## config.mk

```make
export PLATFORM = sky130hd
export DESIGN_NAME = activation_memory_ctrl
export DESIGN_NICKNAME = d
export VERILOG_FILES = /design/src/rtl/activation_memory_pkg.sv /design/src/rtl/skew_addr_gen.sv /design/src/rtl/activation_memory_ctrl.sv
export SDC_FILE = /design/constraint.sdc
export NUM_CORES = 1
export LEC_CHECK = 0
export CORE_MARGIN = 3
export CORE_UTILIZATION = 45
export CTS_BUF_LIST = sky130_fd_sc_hd__clkbuf_2 sky130_fd_sc_hd__clkbuf_4 sky130_fd_sc_hd__clkbuf_8
export DETAILED_ROUTE_END_ITERATION = 16
export HOLD_SLACK_MARGIN = 0.02
export PLACE_DENSITY = 0.73
export SLEW_MARGIN = 20
export SYNTH_ARGS = -nofsm -noshare
export SYNTH_HDL_FRONTEND = slang
export SYNTH_SLANG_ARGS = --single-unit
```

## constraint.sdc

```tcl
create_clock -name clk -period 5.5 [get_ports clk]
set_input_delay 1.65 -clock clk [delete_from_list [all_inputs] [get_ports clk]]
set_output_delay 1.65 -clock clk [all_outputs]
set_load 0.02 [all_outputs]
```

## src/rtl/activation_memory_pkg.sv

```systemverilog
// Shared types and helpers for the activation memory sequencer.
package activation_memory_pkg;

    typedef enum logic {IDLE, DRAIN} state_e;

    localparam int MAX_BANKS = 32;

    function automatic logic [MAX_BANKS-1:0] onehot(input int unsigned bank);
        return {{(MAX_BANKS-1){1'b0}}, 1'b1} << bank;
    endfunction

endpackage

```

## src/rtl/skew_addr_gen.sv

```systemverilog
// Diagonal read-address generator: bank b reads row t-b while that row is inside [0, R).
module skew_addr_gen #(
    parameter int ADDR_WIDTH = 5,
    parameter int BRAM_COUNT = 5
) (
    input  logic [ADDR_WIDTH:0]              i_step,
    input  logic [ADDR_WIDTH:0]              i_rows,
    output logic [BRAM_COUNT*ADDR_WIDTH-1:0] o_addr,
    output logic [BRAM_COUNT-1:0]            o_vld
);
    localparam int STEP_W = ADDR_WIDTH + 1;

    logic [STEP_W-1:0] w_off;

    always_comb begin
        o_addr = '0;
        o_vld  = '0;
        w_off  = '0;
        for (int b = 0; b < BRAM_COUNT; b++) begin
            w_off = i_step - STEP_W'(b);
            if ((i_step >= STEP_W'(b)) && (w_off < i_rows)) begin
                o_vld[b]                               = 1'b1;
                o_addr[b*ADDR_WIDTH +: ADDR_WIDTH]     = w_off[ADDR_WIDTH-1:0];
            end
        end
    end

endmodule

```

## src/rtl/activation_memory_ctrl.sv

```systemverilog
// Stripes a byte stream round-robin across BRAM banks and drains stored rows
// with a per-bank diagonal skew for the systolic array.
module activation_memory_ctrl
    import activation_memory_pkg::*;
#(
    parameter int ADDR_WIDTH = 5,
    parameter int DATA_WIDTH = 8,
    parameter int BRAM_COUNT = 5,
    parameter int SEL_WIDTH  = 4
) (
    input  logic                             clk,
    input  logic                             rst_n,
    input  logic                             wr_valid,
    output logic                             wr_ready,
    input  logic [DATA_WIDTH-1:0]            wr_data,
    input  logic                             rd_start,
    input  logic [ADDR_WIDTH:0]              rd_rows,
    output logic                             busy,
    output logic                             rd_done,
    output logic [BRAM_COUNT-1:0]            lane_valid,
    output logic [ADDR_WIDTH:0]              fill_rows,
    output logic [BRAM_COUNT-1:0]            mem_en_bus,
    output logic [ADDR_WIDTH-1:0]            mem_w_addr,
    output logic [DATA_WIDTH-1:0]            mem_data_in,
    output logic [BRAM_COUNT*ADDR_WIDTH-1:0] mem_r_addr,
    output logic [BRAM_COUNT*SEL_WIDTH-1:0]  mem_data_out_sels
);
    localparam int STEP_W = ADDR_WIDTH + 1;
    localparam int BANK_W = (BRAM_COUNT > 1) ? $clog2(BRAM_COUNT) : 1;
    localparam logic [BANK_W-1:0]     LAST_BANK = BANK_W'(BRAM_COUNT - 1);
    localparam logic [ADDR_WIDTH-1:0] LAST_ROW  = {ADDR_WIDTH{1'b1}};

    state_e                          r_state;
    logic [BANK_W-1:0]               r_bank;
    logic [ADDR_WIDTH-1:0]           r_row;
    logic                            r_full;
    logic [STEP_W-1:0]               r_fill_rows;
    logic [STEP_W-1:0]               r_step;
    logic [STEP_W-1:0]               r_rows;
    logic                            r_issuing;
    logic                            r_last_issue;
    logic [BRAM_COUNT-1:0]           r_issue_vld;
    logic                            r_busy;
    logic                            r_rd_done;
    logic [BRAM_COUNT-1:0]           r_lane_valid;
    logic [BRAM_COUNT-1:0]           r_en_bus;
    logic [ADDR_WIDTH-1:0]           r_w_addr;
    logic [DATA_WIDTH-1:0]           r_data_in;
    logic [BRAM_COUNT*ADDR_WIDTH-1:0] r_r_addr;

    logic                            w_accept;
    logic                            w_start;
    logic [STEP_W-1:0]               w_fill_next;
    logic [STEP_W-1:0]               w_eff_rows;
    logic [STEP_W-1:0]               w_step;
    logic [STEP_W-1:0]               w_rows;
    logic [STEP_W-1:0]               w_last_step;
    logic [BRAM_COUNT*ADDR_WIDTH-1:0] w_addr;
    logic [BRAM_COUNT-1:0]           w_vld;

    assign wr_ready   = (r_state == IDLE) && !r_full && rst_n;
    assign w_accept   = wr_valid && wr_ready;

    // A beat landing in bank 0 opens a new row, so it counts toward a same-cycle drain.
    assign w_fill_next = (w_accept && (r_bank == '0)) ? ({1'b0, r_row} + STEP_W'(1)) : r_fill_rows;
    assign w_eff_rows  = (rd_rows < w_fill_next) ? rd_rows : w_fill_next;
    assign w_start     = rd_start && (r_state == IDLE) && (w_eff_rows != '0);

    assign w_step      = (r_state == IDLE) ? '0 : r_step;
    assign w_rows      = (r_state == IDLE) ? w_eff_rows : r_rows;
    assign w_last_step = w_rows + STEP_W'(BRAM_COUNT - 2);

    skew_addr_gen #(
        .ADDR_WIDTH (ADDR_WIDTH),
        .BRAM_COUNT (BRAM_COUNT)
    ) u_skew (
        .i_step (w_step),
        .i_rows (w_rows),
        .o_addr (w_addr),
        .o_vld  (w_vld)
    );

    always_ff @(posedge clk) begin
        if (!rst_n) begin
            r_state      <= IDLE;
            r_bank       <= '0;
            r_row        <= '0;
            r_full       <= 1'b0;
            r_fill_rows  <= '0;
            r_step       <= '0;
            r_rows       <= '0;
            r_issuing    <= 1'b0;
            r_last_issue <= 1'b0;
            r_issue_vld  <= '0;
            r_busy       <= 1'b0;
            r_rd_done    <= 1'b0;
            r_lane_valid <= '0;
            r_en_bus     <= '0;
            r_w_addr     <= '0;
            r_data_in    <= '0;
            r_r_addr     <= '0;
        end else begin
            r_en_bus     <= '0;
            r_lane_valid <= r_issue_vld;
            r_rd_done    <= r_last_issue;
            case (r_state)
                IDLE: begin
                    r_fill_rows <= w_fill_next;
                    if (w_accept) begin
                        r_en_bus  <= BRAM_COUNT'(onehot(32'(r_bank)));
                        r_w_addr  <= r_row;
                        r_data_in <= wr_data;
                        if (r_bank == LAST_BANK) begin
                            r_bank <= '0;
                            r_row  <= r_row + ADDR_WIDTH'(1);
                            if (r_row == LAST_ROW) begin
                                r_full <= 1'b1;
                            end
                        end else begin
                            r_bank <= r_bank + BANK_W'(1);
                        end
                    end
                    if (w_start) begin
                        r_state      <= DRAIN;
                        r_busy       <= 1'b1;
                        r_rows       <= w_eff_rows;
                        r_step       <= STEP_W'(1);
                        r_r_addr     <= w_addr;
                        r_issue_vld  <= w_vld;
                        r_issuing    <= (w_last_step != '0);
                        r_last_issue <= (w_last_step == '0);
                    end
                end
                DRAIN: begin
                    if (r_issuing) begin
                        r_r_addr     <= w_addr;
                        r_issue_vld  <= w_vld;
                        r_issuing    <= (r_step != w_last_step);
                        r_last_issue <= (r_step == w_last_step);
                        r_step       <= r_step + STEP_W'(1);
                    end else begin
                        r_r_addr     <= '0;
                        r_issue_vld  <= '0;
                        r_last_issue <= 1'b0;
                    end
                    // The rd_done cycle is the final data cycle; the buffer is empty afterwards.
                    if (r_rd_done) begin
                        r_state     <= IDLE;
                        r_busy      <= 1'b0;
                        r_bank      <= '0;
                        r_row       <= '0;
                        r_fill_rows <= '0;
                        r_full      <= 1'b0;
                        r_step      <= '0;
                    end
                end
            endcase
        end
    end

    genvar g;
    generate
        for (g = 0; g < BRAM_COUNT; g++) begin : g_sel
            assign mem_data_out_sels[g*SEL_WIDTH +: SEL_WIDTH] = SEL_WIDTH'(g);
        end
    endgenerate

    assign busy        = r_busy;
    assign rd_done     = r_rd_done;
    assign lane_valid  = r_lane_valid;
    assign fill_rows   = r_fill_rows;
    assign mem_en_bus  = r_en_bus;
    assign mem_w_addr  = r_w_addr;
    assign mem_data_in = r_data_in;
    assign mem_r_addr  = r_r_addr;

endmodule

```

**Yosys cells after proc, flatten, opt, wreduce, memory -nomap -nowiden**

Cells that the tools add are included.

- Add/sub/neg operators: 9
- Magnitude comparators: 11
- Eq/ne operators: 10
- Shift operators: 1
- Mux-type cells: 50
- Bitwise operators: 3
- Reductions and logical operators: 24

Operators by type and width:

| operator | number |
|---|---|
| $mux 25 | 2 |
| $mux 5 | 10 |
| $pmux 25 s2 | 1 |
| $mux 6 | 8 |
| $lt 6x6->1 | 6 |
| $pmux 6 s2 | 2 |
| $pmux 5 s2 | 2 |
| $mux 1 | 16 |
| $ge 6x1->1 const B | 2 |
| $ge 6x2->1 const B | 2 |
| $reduce_bool 6->1 | 2 |
| $sub 6x2->6 const B | 2 |
| $logic_and 1x1->1 | 11 |
| $pmux 1 s2 | 5 |
| $reduce_and 2->1 | 5 |
| $mux 3 | 3 |
| $add 5x1->6 const B | 1 |
| $add 6x1->6 const B | 1 |
| $add 6x2->6 const B | 1 |
| $eq 6x6->1 | 1 |
| $ge 6x3->1 const B | 1 |
| $logic_not 6->1 | 1 |
| $ne 2x1->1 const B | 3 |
| $ne 6x6->1 | 1 |
| 16 further kinds | 19 |

- Register bits after elaboration: 85
- Output and inout port bits: 77
- Word-level logic and storage cells: 125

**Depth between registers and ports, before layout**

Gate-level depths: netlist of the first run.

- Word-level depth: 14
- Depth in mapped cells: 21
- Mapped depth without buffers: 19

**By module**

From an unflattened synthesis of the first run, not the netlist that was laid out.

- Cells, all modules: 634
- Area, all modules: 5272.6 µm²

By module, submodules not included:

| module | instances | cells an instance | area each (µm²) |
|---|---|---|---|
| activation_memory_ctrl | 1 | 489 | 4192.8 |
| skew_addr_gen | 1 | 145 | 1079.8 |

**Worst setup path after synthesis of the first run**

OpenSTA, ideal clock, no wires.

- Kind: input to register
- Start point: input port wr_valid
- End point: register r_r_addr[12], in the netlist mem_r_addr[12]
- Setup time: 0.117 ns
- Arrival time: 5.280 ns
- Path slack: 0.103 ns
- Stages on the path: 16
- Buffers on the path: 1
- Cell sequence: nand4bb_1 > nor4_1 > a21oi_1 > ha_1 > or3b_2 > a22oi_1 > nor2_1 > or4_1 > nand4_1 > and3_1 > buf_4 > nor2_1 > nor4_1 > nor3b_1 > maj3_2 > a32o_1

- Word-level cells in the longest chain between the ends: 11

Ends and longest elaborated chain:

| item | RTL line | source |
|---|---|---|
| from (decl) | activation_memory_ctrl.sv:13 | `input logic wr_valid,` |
| $logic_and 1x1->1 (*) | activation_memory_ctrl.sv:62 | `assign w_accept = wr_valid && wr_ready;` |
| $logic_and 1x1->1 (*) | activation_memory_ctrl.sv:65 | `assign w_fill_next = (w_accept && (r_bank == '0)) ? ({1'b0, r_row} + STEP_W'(1)) : r_fill_rows;` |
| $mux 6 (*) | activation_memory_ctrl.sv:65 |  |
| $lt 6x6->1 | activation_memory_ctrl.sv:66 | `assign w_eff_rows = (rd_rows < w_fill_next) ? rd_rows : w_fill_next;` |
| $mux 6 (*) | activation_memory_ctrl.sv:66 |  |
| $mux 6 | activation_memory_ctrl.sv:70 | `assign w_rows = (r_state == IDLE) ? w_eff_rows : r_rows;` |
| $lt 6x6->1 | skew_addr_gen.sv:21 | `if ((i_step >= STEP_W'(b)) && (w_off < i_rows)) begin` |
| $logic_and 1x1->1 | skew_addr_gen.sv:21 |  |
| $mux 5 | skew_addr_gen.sv:21 |  |
| $mux 25, on equally long branches | activation_memory_ctrl.sv:135, activation_memory_ctrl.sv:123 |  |
| $pmux 25 s2 | activation_memory_ctrl.sv:106 | `case (r_state)` |
| to (signal assigned) | activation_memory_ctrl.sv:128 | `r_r_addr <= w_addr;` |
| to (signal assigned) | activation_memory_ctrl.sv:136 | `r_r_addr <= w_addr;` |
| to (decl) | activation_memory_ctrl.sv:49 | `logic [BRAM_COUNT*ADDR_WIDTH-1:0] r_r_addr;` |

Every way passes the cells marked *; elsewhere a longest branch is shown, timed or not. The select of a mux whose other input is x is not followed.
A chain may end at the register's enable or synchronous reset.

**Final worst setup path of the first run**

- Start point: input port wr_valid
- End point: register r_r_addr[13], in the netlist mem_r_addr[13]

Same word-level chain as after synthesis.

==> results of run 1 <==
[kinds of logic (layout without fill, tap and decap cells)]
kind of cell,count (synthesis),after routing,synth area share (%)
AO/OA/AOI/OAI,178,178,24.2
XOR/XNOR,26,26,4.69
adder cells (fa/ha/maj),22,22,5.36
buffers and inverters,75,173,7.50
flip-flops,85,85,33.9
multiplexers,7,7,1.45
other,2,20,0.150
AND/OR/NAND/NOR,230,230,22.8
[metal layers]
metal,global-route usage (%),part of all wire [%],up-vias
met4,7.30,1.8,0
met3,4.57,8.0,34
li1,-,-,2422
met1,31.3,44,2406
met2,36.6,46,217
met5,0,0,-
[worst max-delay path, cell delays in order]
cell and delay, ps:
clkbuf_2 120, nand4bb_1 190, nor4_4 380, a21oi_4 80, ha_4 300, or3b_2 460
a22oi_2 200, or2_2 170, o2111ai_1 150, nand4_1 190, o21a_1 200, inv_2 70
ha_1 270, o31ai_1 80, nor4_2 310, nor3b_1 100, maj3_2 370, a32o_1 270
[registers in the layout, summed over array words and instances, names as in the netlist]
name	count
r_issuing	1
mem_en_bus	5
r_full	1
r_step	6
r_bank	3
r_issue_vld	5
rd_done	1
r_row	5
mem_w_addr	5
r_last_issue	1
busy	1
mem_r_addr	25
fill_rows	6
r_state	1
r_rows	6
mem_data_in	8
lane_valid	5
[worst paths after layout]
kind | to | slack, ps | cells after the start | from
hold / removal | r_issue_vld[1] | 440 | 2 | r_issue_vld[1]
setup reg to reg | mem_r_addr[13] | 880 | 19 | r_bank[0]
hold reg to reg | r_issue_vld[1] | 440 | 2 | r_issue_vld[1]
setup / recovery | mem_r_addr[13] | 200 | 18 | wr_valid
[cell usage after synthesis, types with 16 or more instances]
master     n
nand3_1   16
inv_1     21
o21ai_0   34
clkbuf_1  24
dfxtp_1   85
xnor2_1   17
nor2_1    44
ha_1      19
a21oi_1   51
nand2_1   82
buf_4     22
[power breakdown]
part           total (mW)  switching [mW]  internal (mW)
clock network       0.542           0.228          0.314
registers           0.660          0.0238          0.636
logic               0.491           0.276          0.215
total                1.69           0.528           1.17
[layout make-up]
class / instances / area, um^2 / share of cell area, %
timing repair buffer: 134 / 1200 / 18.4
tap: 136 / 170 / 2.61
sequential: 85 / 1700 / 26.1
clock buffer: 10 / 138 / 2.11
inverter: 24 / 90.1 / 1.38
clock inverter: 5 / 108 / 1.65
multi-input combinational: 483 / 3120 / 47.8
[per-stage QoR]
step                TNS [ps]  setup slack (ps)  util (%)  instances
floorplan                  0               103         -        643
finish                     0               199      61.5        877
CTS                        0             0.496      61.2        875
global placement      -12510              -476      58.1        860
global route            -109             -42.5      61.5        877
detailed placement    -15760              -587      58.1        860
[what timing repair did]
item                                    4_1_cts  5_1_grt
pin swaps                                     2        5
buffers inserted                              0        2
endpoints found under the setup margin       31       34
resized for setup                            15        9
==> tab_implementation.tex, run 1 <==
\begin{tabular}{lr}
\hline
Metric & Value \\
\hline
\multicolumn{2}{l}{\textbf{Finish}} \\
Proportion of layout cells with a drive suffix above 1 & 14.4\% \\
Post-layout instance area & about 0.0065 mm\^{}2 \\
Number of filler instances in the final layout & 931 \\
Most frequent cells in the layout & dfxtp\_1, nand2\_1, clkdlybuf4s50\_1 \\
Most common cell after layout, fill and taps aside & dfxtp\_1 \\
Final layout net count & between 700 and 800 \\
Area growth syn-to-layout & 30.0\% \\
\# diodes & 0 \\
\multicolumn{2}{l}{\textbf{Floorplanning}} \\
Number of top-level pins & 95 \\
Number of placement rows & 37 \\
Die ar. & 0.0125 mm\^{}2 \\
Vertical die dimension & between 100 and 150 um \\
Chip Width & between 100 and 150 um \\
Initial standard-cell utilization of the core & between 40\% and 50\% \\
Core outline area & around 0.011 mm\^{}2 \\
\multicolumn{2}{l}{\textbf{Detailed routing}} \\
Routed Wire Length & between 10000 and 15000 um \\
Violation count after the first detailed-routing iteration & 470 \\
Via count & roughly 5.1k \\
\# DRC & 0 \\
Remaining number of nets flagged by the antenna check after routing & 0 \\
Post-DR wirelength/cell & 16.5 um \\
First-pass iteration count of the detailed router & 5 \\
Via/cell ratio & a little under 6 \\
\multicolumn{2}{l}{\textbf{Clock network}} \\
Clk slew on worst S/H paths & $\sim$80 ps \\
Count of hold buffers inserted by post-cts repair & 0 \\
CTS tree & built \\
Total CTS buffers & 9 \\
Sink Count & 85 \\
H-tree levels & 3 \\
Maximum buffer depth of the clock tree & 2 \\
Clock network latency to the later pin of the worst-skew pair & 360 ps \\
Root Driver & clkbuf\_8 \\
\multicolumn{2}{l}{\textbf{Power}} \\
Highest ir drop seen on vdd & 0.157 mV \\
Power per cell area & between 200 and 300 mW/mm\^{}2 \\
Leak pwr & 2.55 nW \\
Power consumption & between 1.5 and 2 mW \\
\multicolumn{2}{l}{\textbf{Synth}} \\
Number of distinct library cells after synthesis & 76 \\
Number of warnings printed during yosys synthesis & 0 \\
Netlist area before placement & 0.00502 mm\^{}2 \\
Share of the synthesized area in the top cell type & 33.9\% \\
Synth area leader & dfxtp\_1 \\
Part of the Yosys area used for sequential elements & 33.9\% \\
Top FF cell, synth & dfxtp\_1 \\
Number of enable flip-flop cells after synthesis & 0 \\
Cell count after synthesis & approximately 630 \\
Synthesized flop and latch total & 85 \\
Main area contributors after synthesis & dfxtp\_1, nand2\_1, a21oi\_1, ha\_1, o21ai\_0 \\
Ys async rst share & 0\% \\
Syn avg cell area & approximately 8 um\^{}2 \\
\multicolumn{2}{l}{\textbf{Global route}} \\
Total congestion overflow & 0 \\
Vias in the first global route & about 4.8k \\
Largest net degree at the start of global routing & 54 \\
Wire length of the first global-routing pass & between 20000 and 25000 um \\
Initial antenna violation count & 0 \\
Global-route usage over all layers & a little under a quarter \\
\multicolumn{2}{l}{\textbf{Flow run}} \\
Max\_cap viols & 0 \\
\multicolumn{2}{l}{\textbf{Placed design}} \\
Number of port buffers & 74 \\
Detailed placer's ending HPWL & 10800 um \\
Placer's final routability congestion estimate & between 0.9 and 1 \\
Placed cell areas & between 0.006 and 0.007 mm\^{}2 \\
\multicolumn{2}{l}{\textbf{Outcome}} \\
Outcome & finished clean \\
\multicolumn{2}{l}{\textbf{Critical path}} \\
Required time reported for the critical path endpoint & roughly 5800 ps \\
Critical path peak fanout & 6 \\
Worst Path Arrival & roughly 5600 ps \\
Setup CP Type & in2reg \\
Kind of end point of the critical path & flip-flop \\
Worst setup SP type & input pin \\
\multicolumn{2}{l}{\textbf{Timing}} \\
Highest clock frequency the design can meet & roughly 190 MHz \\
Worst-case hold slack & between 400 and 500 ps \\
Relative max-transition margin & around 50\% \\
Worst Skew & about 13 ps \\
Final worst path period need & $\sim$5300 ps \\
Post-route fraction of the period consumed by the critical path & between 90 and 100\% \\
Final Hold Viols & 0 \\
Final setup vio count & 0 \\
Worst slew pin tran & about 750 ps \\
Count of final max-slew check failures & 0 \\
\multicolumn{2}{l}{\textbf{Min path}} \\
Type of the worst min-delay path & reg2reg \\
\hline
\end{tabular}
(Power assumes the default switching activity.)
==> inputs of run 2 (changes only) <==
- CORE_ASPECT_RATIO: not set -> 2
- SLEW_MARGIN: 20 -> 40
==> run 2 against run 1 <==
Compared with the run above: power shrank 4.4%; cell count grew 0.11%; largest cell class unchanged; largest power group unchanged; core utilization shrank 2.5 points; critical endpoint unchanged.
==> tab_implementation.tex, run 2 (synthesized netlist as in run 1, its figures left out) <==
\begin{tabular}{lr}
\hline
Metric & Value \\
\hline
\multicolumn{2}{l}{\textbf{Floorplanning}} \\
Number of placement rows & 54 (was 37) \\
Number of top-level pins & 95 (unchanged) \\
Chip Width & 80.7 um (was 112 um) \\
Core outline area & 0.0109 mm\^{}2 (was 0.0106 mm\^{}2) \\
Initial standard-cell utilization of the core & 46.1\% (was 47.4\%) \\
Die ar. & 0.0125 mm\^{}2 (about the same) \\
Vertical die dimension & 155 um (was 112 um) \\
\multicolumn{2}{l}{\textbf{Detailed routing}} \\
\# DRC & 0 (unchanged) \\
Routed Wire Length & 17600 um (was 14500 um) \\
Violation count after the first detailed-routing iteration & 164 (was 470) \\
Via count & 5136 (was 5079) \\
Remaining number of nets flagged by the antenna check after routing & 0 (unchanged) \\
Via/cell ratio & 5.85 (was 5.79) \\
Post-DR wirelength/cell & 20.1 um (was 16.5 um) \\
First-pass iteration count of the detailed router & 4 (was 5) \\
\multicolumn{2}{l}{\textbf{Finish}} \\
Final layout net count & 771 (was 774) \\
Proportion of layout cells with a drive suffix above 1 & 13.7\% (was 14.4\%) \\
Number of filler instances in the final layout & 1021 (was 931) \\
Max reg flops & 25 (unchanged) \\
\# diodes & 0 (unchanged) \\
Most common cell after layout, fill and taps aside & dfxtp\_1 (unchanged) \\
Most frequent cells in the layout & dfxtp\_1, nand2\_1, clkdlybuf4s50\_1 (unchanged) \\
Area growth syn-to-layout & 27.9\% (was 30.0\%) \\
Final core utilization & 59.0\% (was 61.5\%) \\
\multicolumn{2}{l}{\textbf{Critical path}} \\
Worst setup SP type & input pin (unchanged) \\
RR Endpoint & mem\_r\_addr[13] (unchanged) \\
Critical path peak fanout & 6 (unchanged) \\
R2r worst-path depth & 21 (was 19) \\
CP Buf/Inv Count & 1 (was 2) \\
Delay of the slowest critical-path stage & 560 ps (was 460 ps) \\
Launch point of the worst reg-to-reg path & r\_bank[0] (unchanged) \\
First element of the critical path & rst\_n (was wr\_valid) \\
Cell type of the slowest stage on the worst timing path & or4\_1 (was or3b\_2) \\
Required time reported for the critical path endpoint & 5760 ps (was 5750 ps) \\
Top delay family on crit path & simple AND/OR/NAND/NOR gates (unchanged) \\
Kind of end point of the critical path & flip-flop (unchanged) \\
Critical path, cell by cell & dlygate4sd2\_1, nand2b\_1, nor4\_2, a21oi\_2, ha\_1, or3b\_1, a211oi\_2, nor2\_2, or4\_1, nand4\_1, and3\_2, nor2\_1, nor4\_1, nor3b\_1, maj3\_2, a32o\_1 (was clkbuf\_2, nand4bb\_1, nor4\_4, a21oi\_4, ha\_4, or3b\_2, a22oi\_2, or2\_2, o2111ai\_1, nand4\_1, o21a\_1, inv\_2, ha\_1, o31ai\_1, nor4\_2, nor3b\_1, maj3\_2, a32o\_1) \\
Cell depth of the worst setup path & 16 (was 18) \\
Timing endpoint of the critical path & mem\_r\_addr[13] (unchanged) \\
Setup CP Type & in2reg (unchanged) \\
Worst Path Arrival & 5540 ps (was 5550 ps) \\
R2R setup slack & 990 ps (was 880 ps) \\
\multicolumn{2}{l}{\textbf{Global route}} \\
Total congestion overflow & 0 (unchanged) \\
Initial antenna violation count & 0 (unchanged) \\
Largest net degree at the start of global routing & 38 (was 54) \\
Global-route usage over all layers & 29.2\% (was 22.9\%) \\
Vias in the first global route & 5245 (was 4783) \\
Wire length of the first global-routing pass & 27600 um (was 23800 um) \\
\multicolumn{2}{l}{\textbf{Clock network}} \\
Total CTS buffers & 9 (unchanged) \\
CTS tree & built (unchanged) \\
Clock network latency to the later pin of the worst-skew pair & 370 ps (was 360 ps) \\
Root Driver & clkbuf\_8 (unchanged) \\
Sink Count & 85 (unchanged) \\
Maximum buffer depth of the clock tree & 2 (unchanged) \\
Count of hold buffers inserted by post-cts repair & 0 (unchanged) \\
H-tree levels & 3 (unchanged) \\
Clk slew on worst S/H paths & 90 ps (was 80 ps) \\
\multicolumn{2}{l}{\textbf{Power}} \\
Leak pwr & 2.50 nW (was 2.55 nW) \\
Power consumption & 1.62 mW (was 1.69 mW) \\
Power per cell area & 252 mW/mm\^{}2 (was 260 mW/mm\^{}2) \\
Highest ir drop seen on vdd & 0.185 mV (was 0.157 mV) \\
\multicolumn{2}{l}{\textbf{Min path}} \\
Type of the worst min-delay path & reg2reg (unchanged) \\
\multicolumn{2}{l}{\textbf{Placed design}} \\
Number of port buffers & 74 (unchanged) \\
Setup WS pre-CTS & -540 ps (was -587 ps) \\
Detailed placer's ending HPWL & 13600 um (was 10800 um) \\
Placer's final routability congestion estimate & 0.960 (was 0.952) \\
\multicolumn{2}{l}{\textbf{Timing}} \\
Post-route setup slack & 225 ps (was 199 ps) \\
Unrepaired setup endpoints after global routing & no \\
Worst Skew & 17.9 ps (was 12.6 ps) \\
Post-route fraction of the period consumed by the critical path & 95.9\% (was 96.4\%) \\
Highest clock frequency the design can meet & 190 MHz (was 189 MHz) \\
Final Hold Viols & 0 (unchanged) \\
Worst slew pin tran & 761 ps (was 753 ps) \\
Final worst path period need & 5270 ps (was 5300 ps) \\
Final setup vio count & 0 (unchanged) \\
Worst-case hold slack & 452 ps (was 439 ps) \\
Relative max-transition margin & 49.2\% (was 49.8\%) \\
Count of final max-slew check failures & 0 (unchanged) \\
\multicolumn{2}{l}{\textbf{Outcome}} \\
Outcome & finished clean (unchanged) \\
\multicolumn{2}{l}{\textbf{Flow run}} \\
Max\_cap viols & 0 (unchanged) \\
\hline
\end{tabular}
==> run 2: cell count changes in the layout (fill, tap and decap cells not counted), moves of 2 or more <==
cell / change
buf_4: -4
bufinv_16: -2
dlygate4sd2_1: +2
inv_6: +2
==> run 2: metrics by stage <==
step / TNS [ps] / instances / cell area [um^2]
floorplan: 0 / 643 / 5090
global placement: -11440 / 862 / 6160
detailed placement: -15010 / 862 / 6160
CTS: 0 / 878 / 6420
global route: 0 / 878 / 6420
finish: 0 / 878 / 6420
==> run 2: per-layer routing <==
metal / vias up / wire length (um) / track usage (%)
li1: 2407 / - / -
met1: 2432 / 5530 / 25.3
met2: 207 / 9470 / 53.5
met3: 90 / 872 / 6.08
met4: 0 / 1740 / 26.2
met5: - / 0 / 0
==> run 2: worst min-delay path by stage <==
stage / from / to / slack [ps] / cells after the start
final: r_issue_vld[1] / r_issue_vld[1] / 450 / 2
after global routing: busy / busy / 480 / 2
after CTS: r_issue_vld[1] / r_issue_vld[1] / 450 / 2
after detailed placement: r_issue_vld[1] / r_issue_vld[1] / 440 / 2
after global placement: r_issue_vld[1] / r_issue_vld[1] / 420 / 2
after floorplan: r_issue_vld[1] / r_issue_vld[1] / 410 / 2
==> run 2: worst register-to-register path: cells and delay by family, from the launching register on <==
family	cells	cell delay, ps
buf+inv	4	510
fa+ha+maj	4	1150
compound gates	6	1100
simple gates	7	1300
flops	1	360
==> run 2: layout make-up <==
type	instances	area, um^2	area share, %
Multi-Input combinational cell	483	3070	47.8
Sequential cell	85	1700	26.5
Timing Repair Buffer	131	1190	18.6
Tap cell	140	175	2.73
Clock buffer	9	124	1.93
Inverter	24	90.1	1.40
Clock inverter	6	68.8	1.07
==> run 2: timing repair <==
action                                  4_1_cts  5_1_grt
pin swaps                                     3        3
endpoints found under the setup margin       30       13
buffers inserted                              1        0
gates resized for setup                      14        0
==> run 2: where the power goes <==
| part | internal [mW] | total [mW] | switching (mW) |
|---|---|---|---|
| sequential | 0.637 | 0.665 | 0.0289 |
| combinational | 0.211 | 0.497 | 0.286 |
| clock | 0.211 | 0.457 | 0.245 |
| total | 1.06 | 1.62 | 0.560 |
==> variant 1 (config.mk and constraints of run 1) <==
`BRAM_COUNT` is set to 5 in 2 places; all go to 6.
--- a/src/rtl/skew_addr_gen.sv
+++ b/src/rtl/skew_addr_gen.sv
@@ -1,7 +1,7 @@
 // Diagonal read-address generator: bank b reads row t-b while that row is inside [0, R).
 module skew_addr_gen #(
     parameter int ADDR_WIDTH = 5,
-    parameter int BRAM_COUNT = 5
+    parameter int BRAM_COUNT = 6
 ) (
     input  logic [ADDR_WIDTH:0]              i_step,
     input  logic [ADDR_WIDTH:0]              i_rows,
--- a/src/rtl/activation_memory_ctrl.sv
+++ b/src/rtl/activation_memory_ctrl.sv
@@ -5,7 +5,7 @@
 #(
     parameter int ADDR_WIDTH = 5,
     parameter int DATA_WIDTH = 8,
-    parameter int BRAM_COUNT = 5,
+    parameter int BRAM_COUNT = 6,
     parameter int SEL_WIDTH  = 4
 ) (
     input  logic                             clk,
Ports: changed (resized lane_valid, mem_data_out_sels, mem_en_bus and mem_r_addr); port bits go from 95 to 106. The function was not compared with the original's and may differ.
==> variant 1 against run 1 <==
Global-route usage is 2.7 points higher; clock skew is 0.0035 ns higher; critical endpoint is now mem_r_addr[16]; total power is 11% lower; sequential power is 8.0% higher; critical path depth is 1 higher; final area is 5.8% higher; sequential cell count is 8 higher; largest cell class unchanged; register-to-register slack better by 0.14 ns; combinational power is 19% lower; area after synthesis is 8.0% higher; maximum frequency is 0.41% higher; sequential share of layout area is 0.89 points higher; wire length is 16% higher; worst setup slack better by 0.022 ns.
==> variant 1: results (changes against run 1) <==
PLACE
-----------------------------------------------------------------------
Post-placement setup slack ...............................    -0.610 ns   -0.0236 ns
Post-DP HPWL .............................................      12.7 mm   +18%
Final Wtd Congestion .....................................        0.986   +3.6%
Inst Count DP ............................................          922   +7.2%
Cell area reported after detailed placement ..............  0.00669 mm²   +8.6%

CELLS AND AREA
-----------------------------------------------------------------------
Signal buf overhead ......................................        18.9%   +0.44 points
Share of the final layout cell area in multi-input gates .        48.3%   +0.54 points
Fraction of layout cells with a size suffix above 1 ......        15.3%   +0.89 points
Number of filler instances in the final layout ...........         1081   +16%
Sequential cell area in the final layout .................  0.00186 mm²   +9.4%
Max reg flops ............................................           30   +20%
Area fraction of clock buffers and clock inverters .......        2.19%   -1.6 points
Fin nets .................................................          839   +8.4%
Post-layout utilization of the core ......................        59.4%   -2.1 points
Bufs w/o clock ...........................................          146   +9.0%

SETUP PATH
-----------------------------------------------------------------------
Critical path's slowest cell ............................. sky130_fd_sc_hd__a221o_1
Largest delay contributor family on the critical path .... compound AO/OA/AOI/OAI gates
Arr. time, crit path .....................................      5.59 ns   +0.04 ns
Slack of the worst reg-to-reg path .......................      1.02 ns   +0.14 ns
R2R depth ................................................           18   -1
Worst Setup SP ...........................................        rst_n
Largest incremental delay on the critical path ...........      0.42 ns   -0.04 ns

LOGIC SYNTHESIS
-----------------------------------------------------------------------
Distinct cells, synth ....................................           84   +11%
Top cells by instance count after synthesis .............. 107 x sky130_fd_sc_hd__nand2_1, 93 x sky130_fd_sc_hd__dfxtp_1, 59 x sky130_fd_sc_hd__nor2_1, 44 x sky130_fd_sc_hd__a21oi_1, 27 x sky130_fd_sc_hd__buf_4
Part of the Yosys area used for sequential elements ......        34.3%   +0.44 points
Largest cells by area after synthesis .................... sky130_fd_sc_hd__dfxtp_1 34%, sky130_fd_sc_hd__nand2_1 7.4%, sky130_fd_sc_hd__ha_1 6.0%

CLOCKING
-----------------------------------------------------------------------
Sinks on the clock net ...................................           93   +9.4%
Post CTS Setup Buffer Count ..............................            1   +1
Clock latency at the later pin of the worst-skew pair ....      0.38 ns   +0.02 ns

GLOBAL ROUTING
-----------------------------------------------------------------------
Overall global routing resource usage ....................        25.6%   +2.7 points
First-pass GRT wire length ...............................      27.1 mm   +14%
Largest net degree at the start of global routing ........           44   -19%
Number of global-route vias before repair ................         5238   +9.5%

STA
-----------------------------------------------------------------------
Headroom to the max-slew limit ...........................        55.6%   +5.9 points
Max Freq .................................................      189 MHz   +0.41%
Worst Clk Skew ...........................................    0.0161 ns   +0.00352 ns

POWER
-----------------------------------------------------------------------
Leakage Power ............................................      2.69 nW   +5.3%
Clock group total power ..................................     0.394 mW   -27%
Combinational Power ......................................     0.400 mW   -19%
Internal power ...........................................      1.02 mW   -13%
Worst ir drop on vdd .....................................     0.126 mV   -20%

DRT
-----------------------------------------------------------------------
Vias after detailed routing ..............................         5336   +5.1%
Routed wire length .......................................      16.8 mm   +16%
Post-detailed-route wirelength per cell ..................      17.9 µm   +8.1%

RUN STATUS
-----------------------------------------------------------------------
Result of the run ........................................ finished clean

==> variant 1: changes by cell type after synthesis, moves of 8 or more <==
cell                      before  now
sky130_fd_sc_hd__nand2_1      82  107
sky130_fd_sc_hd__dfxtp_1      85   93
sky130_fd_sc_hd__nand4_1       6   14
sky130_fd_sc_hd__o21ai_0      34   16
sky130_fd_sc_hd__a22o_1       15    7
sky130_fd_sc_hd__o21ai_1       1   15
sky130_fd_sc_hd__nand3_1      16   26
sky130_fd_sc_hd__nor2_1       44   59
==> variant 1: how the worst min path moves through the flow <==
stage / cells after the start / slack (ns) / to / from
2_1_floorplan: 2 / 0.41 / r_issue_vld[1] / r_issue_vld[1]
3_3_place_gp: 2 / 0.43 / r_issue_vld[5] / r_issue_vld[5]
3_5_place_dp: 2 / 0.44 / mem_r_addr[5] / mem_r_addr[5]
4_1_cts: 2 / 0.45 / mem_r_addr[5] / mem_r_addr[5]
5_1_grt: 1 / 0.48 / r_issue_vld[3] / r_issue_vld[3]
6_report: 2 / 0.45 / mem_r_addr[5] / mem_r_addr[5]
==> variant 1: routing by layer <==
| layer | vias up | track usage (%) | wire, µm |
|---|---|---|---|
| met5 | - | 0 | 0 |
| met4 | 0 | 9.05 | 431 |
| met3 | 36 | 6.06 | 1300 |
| met2 | 218 | 39.7 | 7490 |
| met1 | 2498 | 34.9 | 7540 |
| li1 | 2584 | - | - |
==> variant 1: logic make-up after synthesis <==
group                      count (synthesis)  share of synthesized area [%]
and+or+nand+nor                          273                           24.1
AOI/OAI and AO/OA                        170                           22.3
xor gates and xnor gates                  21                           3.39
other                                      2                          0.139
muxes                                      7                           1.34
adders and majority gates                 30                           6.79
DFF                                       93                           34.3
buffers and inverters                     76                           7.57
==> variant 2 (config.mk and constraints of run 1) <==
Without the edit above. Reset style: asynchronous (`rst_n`), changed in one clocked block.
--- a/src/rtl/activation_memory_ctrl.sv
+++ b/src/rtl/activation_memory_ctrl.sv
@@ -80,7 +80,7 @@
         .o_vld  (w_vld)
     );
 
-    always_ff @(posedge clk) begin
+    always_ff @(posedge clk or negedge rst_n) begin
         if (!rst_n) begin
             r_state      <= IDLE;
             r_bank       <= '0;
Formal check against the unedited RTL: differs if rst_n is asserted again (counterexample within 4 cycles, from zero or initial values and one cycle with rst_n low); with rst_n held inactive, the same outputs for 10 cycles.
==> variant 2 against run 1 <==
Global-route usage grew 2.1 points; sequential cell count unchanged; highest routed layer unchanged; critical path type unchanged; final area up 6.5%; sequential share of layout area is 4.5 points higher; area after synthesis up 9.5%; wire length rose by 14%; first-iteration DRC count up 11%; worst setup slack worse by 0.043 ns; count of clock-buffer cells in the layout unchanged.
Power is not compared: it rests on default switching activity, and its combinational part moved more than twofold at a synthesized area within 25%.
==> variant 2: results (changes against run 1) <==
RUN STATUS
-------------------------------------------------------------------------------
Result of the run ................................................ finished clean

STA
-------------------------------------------------------------------------------
Slew at the pin with the worst max-slew slack ....................     0.697 ns   -0.0554 ns
Worst Clk Skew ...................................................    0.0124 ns   -0.000149 ns

GLOBAL ROUTING
-------------------------------------------------------------------------------
First-pass GRT wire length .......................................      26.5 mm   +11%
Overall global routing resource usage ............................        25.1%   +2.1 points
M1 GR Usage ......................................................        36.9%   +5.6 points
Met3 routing resource usage after global routing .................        3.01%   -1.6 points
Grt met2 use .....................................................        38.4%   +1.8 points
Largest net degree at the start of global routing ................           56   +3.7%
Number of global-route vias before repair ........................         5042   +5.4%

LOGIC SYNTHESIS
-------------------------------------------------------------------------------
Part of the Yosys area used for sequential elements ..............        38.7%   +4.8 points
Distinct cells, synth ............................................           83   +9.2%
Top cells by instance count after synthesis ...................... 113 x sky130_fd_sc_hd__nand2_1, 85 x sky130_fd_sc_hd__dfrtp_1, 32 x sky130_fd_sc_hd__o21ai_0, 29 x sky130_fd_sc_hd__nor2_1, 24 x sky130_fd_sc_hd__a21oi_1
Largest cells by area after synthesis ............................ sky130_fd_sc_hd__dfrtp_1 39%, sky130_fd_sc_hd__nand2_1 7.7%, sky130_fd_sc_hd__ha_1 5.0%
Post-synthesis async set-or-reset flop share .....................         100%   +100 points

SETUP PATH
-------------------------------------------------------------------------------
Critical path's slowest cell ..................................... sky130_fd_sc_hd__or4_1
Arr. time, crit path .............................................      5.62 ns   +0.07 ns
Largest incremental delay on the critical path ...................      0.65 ns   +0.19 ns

DRT
-------------------------------------------------------------------------------
Vias after detailed routing ......................................         5280   +4.0%
DR iter-0 viols ..................................................          523   +11%
Via density per instance .........................................         6.01   +3.7%
Routed wire length on met3 .......................................      1.07 mm   -7.3%
Post-route met1 wirelength .......................................      7.56 mm   +18%
Detailed-routing iteration count for the pre-antenna-repair pass .            6   +1
Post-detailed-route wirelength per cell ..........................      18.8 µm   +14%
Amount of wire on met2 after detailed routing ....................      7.59 mm   +14%

CLOCKING
-------------------------------------------------------------------------------
Clock latency at the later pin of the worst-skew pair ............      0.39 ns   +0.03 ns
Maximum count of clock buffers along a single path ...............            2   unchanged
Post-CTS Resized .................................................            0   -15
Clock root buffer ................................................ sky130_fd_sc_hd__clkbuf_8

PLACE
-------------------------------------------------------------------------------
Cell area reported after detailed placement ......................  0.00661 mm²   +7.3%
Inst Count DP ....................................................          863   +0.35%
Post-DP HPWL .....................................................      12.2 mm   +13%
Final Wtd Congestion .............................................        0.969   +1.7%
Post-placement setup slack .......................................    -0.274 ns   +0.313 ns

CELLS AND AREA
-------------------------------------------------------------------------------
Fin nets .........................................................          771   -0.39%
Fraction of layout cells with a size suffix above 1 ..............        14.9%   +0.51 points

POWER
-------------------------------------------------------------------------------
Leakage Power ....................................................      3.15 nW

==> variant 2: cell count changes after synthesis, moves of 8 or more <==
cell	before	now
sky130_fd_sc_hd__a2111oi_0	1	10
sky130_fd_sc_hd__nand2_1	82	113
sky130_fd_sc_hd__dfxtp_1	85	0
sky130_fd_sc_hd__dfrtp_1	0	85
sky130_fd_sc_hd__a21oi_1	51	24
sky130_fd_sc_hd__a22o_1	15	6
sky130_fd_sc_hd__and2_1	15	7
sky130_fd_sc_hd__nor2_1	44	29
sky130_fd_sc_hd__o21ai_1	1	9
==> variant 2: power by group <==
part / switching [mW] / total (mW) / internal, mW
Sequential: 0.219 / 1.06 / 0.839
Clock: 0.251 / 0.481 / 0.229
Combinational: 1.68 / 2.91 / 1.23
==> variant 2: final cells by class <==
class,instances,area [µm²]
clock buffers,10,138
clock inverters,6,73.8
fillers,1049,4720
inverters,26,97.6
multi-input cells,480,3180
flip-flops and latches,85,2130
well taps,143,179
repair buffers,129,1150
==> variant 2: cells by family after synthesis <==
logic type | Yosys count | share of synthesized area, %
buffers and inverters | 78 | 7.05
adders and majority gates | 24 | 5.37
and+or+nand+nor | 238 | 21.2
other | 2 | 0.137
muxes | 9 | 1.73
AOI/OAI and AO/OA | 166 | 21.9
DFF | 85 | 38.7
xor gates and xnor gates | 23 | 3.91
==> variant 2: final timing paths <==
kind | from | end | slack, ns | cells after the start
max in group asynchronous | rst_n | r_step[1] | 3.12 | 3
hold reg to reg | r_issue_vld[3] | lane_valid[3] | 0.38 | 0
hold / removal | r_issue_vld[3] | lane_valid[3] | 0.38 | 0
setup reg to reg | r_bank[0] | mem_r_addr[3] | 1.05 | 22
min in group asynchronous | rst_n | fill_rows[2] | 1.34 | 2
setup / recovery | wr_valid | mem_r_addr[3] | 0.16 | 21
